===== src/rtl/line_xfer_ctrl.sv =====
// Line transfer controller: optional victim writeback through a write manager,
// then a line fill through a read manager, with a bounded wait on each finish.
module line_xfer_ctrl #(
   parameter int TIMEOUT = 1024
) (
   input  logic         clk,
   input  logic         rst_n,
   input  logic         miss_req,
   input  logic [31:0]  miss_addr,
   input  logic         wb_dirty,
   input  logic [31:0]  wb_addr,
   input  logic [127:0] wb_data,
   output logic         busy,
   output logic         fill_valid,
   output logic [127:0] fill_data,
   output logic         err,
   output logic         wstart_rq,
   output logic [31:0]  win_addr,
   output logic [127:0] in_wdata,
   input  logic         finish_wresp,
   output logic         rstart_rq,
   output logic [31:0]  rin_addr,
   input  logic [127:0] rdat_m_data,
   input  logic         rdat_m_valid,
   input  logic         finish_mrd
);

   localparam int CW = (TIMEOUT > 1) ? $clog2(TIMEOUT) : 1;
   localparam logic [CW-1:0] CNT_LAST = CW'(TIMEOUT - 1);
   localparam logic [31:0] LINE_MASK = 32'hFFFF_FFF0;

   typedef enum logic [2:0] {
      IDLE    = 3'd0,
      WB_REQ  = 3'd1,
      WB_WAIT = 3'd2,
      RD_REQ  = 3'd3,
      RD_WAIT = 3'd4,
      DONE    = 3'd5
   } state_t;

   state_t         state_q, state_d;
   logic [31:0]    fill_addr_q, fill_addr_d;
   logic [31:0]    win_addr_q, win_addr_d;
   logic [127:0]   in_wdata_q, in_wdata_d;
   logic [127:0]   fill_data_q, fill_data_d;
   logic [CW-1:0]  cnt_q, cnt_d;
   logic           seen_q, seen_d;
   logic           err_q, err_d;
   logic           busy_q, busy_d;
   logic           wstart_q, wstart_d;
   logic           rstart_q, rstart_d;
   logic           fill_valid_q, fill_valid_d;

   // Next-state, datapath and registered-output decode
   always_comb begin
      state_d     = state_q;
      fill_addr_d = fill_addr_q;
      win_addr_d  = win_addr_q;
      in_wdata_d  = in_wdata_q;
      fill_data_d = fill_data_q;
      cnt_d       = cnt_q;
      seen_d      = seen_q;
      err_d       = err_q;

      case (state_q)
         IDLE: begin
            if (miss_req) begin
               fill_addr_d = miss_addr & LINE_MASK;
               win_addr_d  = wb_addr & LINE_MASK;
               in_wdata_d  = wb_data;
               err_d       = 1'b0;
               if (wb_dirty) begin
                  state_d = WB_REQ;
               end else begin
                  state_d = RD_REQ;
               end
            end else begin
               state_d = IDLE;
            end
         end
         WB_REQ: begin
            cnt_d   = {CW{1'b0}};
            state_d = WB_WAIT;
         end
         WB_WAIT: begin
            // A finish in the timeout cycle still wins
            if (finish_wresp) begin
               state_d = RD_REQ;
            end else if (cnt_q == CNT_LAST) begin
               err_d   = 1'b1;
               state_d = IDLE;
            end else begin
               cnt_d = cnt_q + {{(CW-1){1'b0}}, 1'b1};
            end
         end
         RD_REQ: begin
            cnt_d   = {CW{1'b0}};
            seen_d  = 1'b0;
            state_d = RD_WAIT;
         end
         RD_WAIT: begin
            if (rdat_m_valid) begin
               fill_data_d = rdat_m_data;
               seen_d      = 1'b1;
            end else begin
               seen_d = seen_q;
            end
            if (finish_mrd) begin
               if (seen_q || rdat_m_valid) begin
                  state_d = DONE;
               end else begin
                  err_d   = 1'b1;
                  state_d = IDLE;
               end
            end else if (cnt_q == CNT_LAST) begin
               err_d   = 1'b1;
               state_d = IDLE;
            end else begin
               cnt_d = cnt_q + {{(CW-1){1'b0}}, 1'b1};
            end
         end
         DONE: begin
            state_d = IDLE;
         end
         default: begin
            state_d = IDLE;
         end
      endcase

      busy_d       = (state_d != IDLE);
      wstart_d     = (state_d == WB_REQ);
      rstart_d     = (state_d == RD_REQ);
      fill_valid_d = (state_d == DONE);
   end

   // State, latched line data, wait counter and output registers
   always_ff @(posedge clk or negedge rst_n) begin
      if (!rst_n) begin
         state_q      <= IDLE;
         fill_addr_q  <= 32'd0;
         win_addr_q   <= 32'd0;
         in_wdata_q   <= 128'd0;
         fill_data_q  <= 128'd0;
         cnt_q        <= {CW{1'b0}};
         seen_q       <= 1'b0;
         err_q        <= 1'b0;
         busy_q       <= 1'b0;
         wstart_q     <= 1'b0;
         rstart_q     <= 1'b0;
         fill_valid_q <= 1'b0;
      end else begin
         state_q      <= state_d;
         fill_addr_q  <= fill_addr_d;
         win_addr_q   <= win_addr_d;
         in_wdata_q   <= in_wdata_d;
         fill_data_q  <= fill_data_d;
         cnt_q        <= cnt_d;
         seen_q       <= seen_d;
         err_q        <= err_d;
         busy_q       <= busy_d;
         wstart_q     <= wstart_d;
         rstart_q     <= rstart_d;
         fill_valid_q <= fill_valid_d;
      end
   end

   assign busy       = busy_q;
   assign fill_valid = fill_valid_q;
   assign fill_data  = fill_data_q;
   assign err        = err_q;
   assign wstart_rq  = wstart_q;
   assign win_addr   = win_addr_q;
   assign in_wdata   = in_wdata_q;
   assign rstart_rq  = rstart_q;
   assign rin_addr   = fill_addr_q;

endmodule


===== config.mk =====
export PLATFORM = sky130hd
export DESIGN_NAME = line_xfer_ctrl
export DESIGN_NICKNAME = d
export VERILOG_FILES = /design/src/rtl/line_xfer_ctrl.sv
export SDC_FILE = /design/constraint.sdc
export NUM_CORES = 1
export LEC_CHECK = 0
export CORE_AREA = 2 2 256 258
export DETAILED_ROUTE_END_ITERATION = 8
export DIE_AREA = 0 0 258 260
export GPL_TIMING_DRIVEN = 1
export PLACE_DENSITY_LB_ADDON = 0.2
export SYNTH_ARGS = -nofsm -noshare
export SYNTH_HDL_FRONTEND = slang
export SYNTH_SLANG_ARGS = --single-unit

===== constraint.sdc =====
create_clock -name clk -period 2.6 [get_ports clk]
set_clock_uncertainty 0.1 [all_clocks]
set_input_delay 0.52 -clock clk [delete_from_list [all_inputs] [get_ports clk]]
set_output_delay 0.52 -clock clk [all_outputs]
set_load 0.05 [all_outputs]

==> summary.md <==
| Metric | Value |
|---|---|
| Largest net degree at the start of global routing | `55` |
| Area leader, netlist | `dfrtp_1` |
| Critical path capture point type | `output pin` |
| Core area | `64120 um2` |
| Least-Margin Pin Slew | `0.6213 ns` |
| Post-Syn Area | `12580 um2` |
| WP data arrival | `1.80 ns` |
| Clk slew on worst S/H paths | `0.06 ns` |
| Max Cap Viol | `0` |
| Worst-skew pair later-pin latency | `0.54 ns` |
| Number of remaining DRC errors | `0` |
| Largest cells by area after synthesis | `dfrtp_1 (66%), mux2_2 (28%), buf_2 (1.2%)` |
| Post-CTS Hold Fix Bufs | `1` |
| Die X | `258 um` |
| Crit-path max FO | `2` |
| Iteration-0 DRC Markers | `270` |
| Number of global-route vias before repair | `9950` |
| Area share of the largest cell type after synthesis | `65.84%` |
| Port Buffers | `635` |
| Total global-route track usage | `12.25%` |
| Buf/Inv on CP | `1` |
| Synthesized instance count | `772` |
| # clock sinks | `331` |
| Inserted Clock Buffers | `40` |
| Routed Antenna Nets | `0` |
| Vias | `9005` |
| Status | `finished clean` |
| Vias per inst | `3.863` |
| Maximum clock rate | `0.4135 GHz` |
| Tcrit/Tclk final | `93.01%` |
| Root Driver | `clkbuf_16` |
| Final Wtd Congestion | `0.7822` |
| CTS tree | `yes` |
| Worst-path cell chain | `clkdlybuf4s50_1` |
| Most numerous cell in the Yosys netlist | `dfrtp_1` |
| Final nets | `1772` |
| Final HPWL DP | `32.49 mm` |
| Die Ht | `260 um` |
| Crit path kind | `reg -> out` |
| Top delay family on crit path | `buffers and inverters` |
| Fraction of layout cells with a size suffix above 1 | `28.31%` |
| Ys flop type | `dfrtp_1` |
| Leakage | `8.749 nW` |
| Post-Synthesis Mean Instance Area | `16.30 um2` |
| Crit path depth | `1` |
| Cell variety after synth | `39` |
| Crit-path max cell delay | `0.85 ns` |
| Max-slew headroom | `58.45%` |
| Number of enable flip-flop cells after synthesis | `0` |
| Final Hold Viols | `0` |
| Initial antenna violation count | `2` |
| Depth of the CTS H-tree | `2` |
| WHS | `0.3809 ns` |
| Crit start category | `register` |
| IO Count | `652` |
| Power Total | `33.11 mW` |
| Final slew viol count | `0` |
| Post-route cell area | `21570 um2` |
| Placement Cell Area | `20240 um2` |
| PostCTS Resize Cnt | `0` |
| Sequential area share after synthesis | `65.84%` |
| Min Tclk post-route | `2.418 ns` |
| Area Overhead vs Synth | `71.48%` |
| RSZ-0062 raised after global routing | `no` |
| Yosys reg bits | `331` |
| Setup violators final | `0` |
| Routed wire length | `42.47 mm` |
| Post-synth top cells | `dfrtp_1 (331), mux2_2 (312), buf_2 (31)` |
| Total global routing overflow | `0` |
| Clk buf depth | `3` |
| WHS Path Cells | `1` |
| TritonRoute pass-1 iters | `4` |
| Type of the worst min-delay path | `reg -> reg` |
| Worst path slowest cell | `clkdlybuf4s50_1` |
| Crit path required time | `1.98 ns` |
| Die area | `67080 um2` |
| Initial Util | `19.62%` |
| Post-route setup TNS | `0 ns` |
| Synthesis Warnings | `0` |
| Core Rows | `93` |
| Pwr/cell area | `1535 nW/um2` |
| Peak supply drop | `0.7834 mV` |
| Worst Reg-to-Reg Cells | `4` |
| First-pass GRT wire length | `62.84 mm` |
| Ys async rst share | `100.0%` |
| WL/cell | `18.22 um` |
| Post-CTS setup buffer count | `0` |
state kept, by name, indices dropped and copies added (netlist names), 3 cells and up:
name and count:
rin_addr 28, cnt_q 10, fill_data 128, win_addr 28, state_q 3, in_wdata 128
report_power, final:
part	internal [mW]	switching, mW
registers	7.66	1.34
logic	6.87	11.7
clock network	3.38	2.18
total	17.9	15.2
final timing paths:
| kind | from | end | slack, ns |
|---|---|---|---|
| max | win_addr[26] | win_addr[26] | 0.18 |
| min | seen_q | seen_q | 0.38 |
| max reg2reg | state_q[0] | cnt_q[6] | 0.49 |
| min reg2reg | seen_q | seen_q | 0.38 |
| max in group asynchronous | rst_n | in_wdata[54] | 1.24 |
| min in group asynchronous | rst_n | fill_data[100] | 0.44 |
kinds of logic after synthesis:
group / Yosys count / synth area share (%)
DFF: 331 / 65.84
adders and majority gates: 1 / 0.09944
other: 1 / 0.02981
and+or+nand+nor: 48 / 2.228
muxes: 317 / 28.32
buffers and inverters: 50 / 2.128
AOI/OAI and AO/OA: 24 / 1.353
final cells by class:
class	instances	area, um2
Antenna cell	3	7.507
Clock buffer	63	1249
Clock inverter	8	67.56
Fill cell	6301	42540
Inverter	2	7.507
Multi-Input combinational cell	398	4068
Sequential cell	331	8283
Tap cell	855	1070
Timing Repair Buffer	671	6822
cell usage in the layout, fill, tap and decap left out, types with 6 or more instances in the layout:
cell type,instances
clkbuf_8,14
buf_12,15
a21oi_1,6
clkbuf_16,41
clkbuf_1,8
mux2_2,312
clkdlybuf4s50_1,634
dfrtp_1,331
conb_1,8
clkinv_2,6
buf_4,20
nand2_1,13
routing by layer:
| metal | vias to the layer above | GRT usage [%] | wire length, um |
|---|---|---|---|
| met1 | 4424 | 13.14 | 15580 |
| met3 | 64 | 4.825 | 4026 |
| li1 | 4102 | - | - |
| met2 | 413 | 21.88 | 21770 |
| met5 | - | 0 | 9 |
| met4 | 2 | 4.223 | 1077 |
per-stage QoR:
stage | util (%) | std cells | setup slack, ns
final | 33.65 | 2331 | 0.1817
after global placement | 31.57 | 2256 | 0.07443
after global routing | 33.64 | 2329 | 0.09212
after floorplan | - | 779 | 0.6344
after CTS | 33.64 | 2328 | 0.08547
after detailed placement | 31.57 | 2256 | 0.03863
Power figures use the tool's default switching activity.
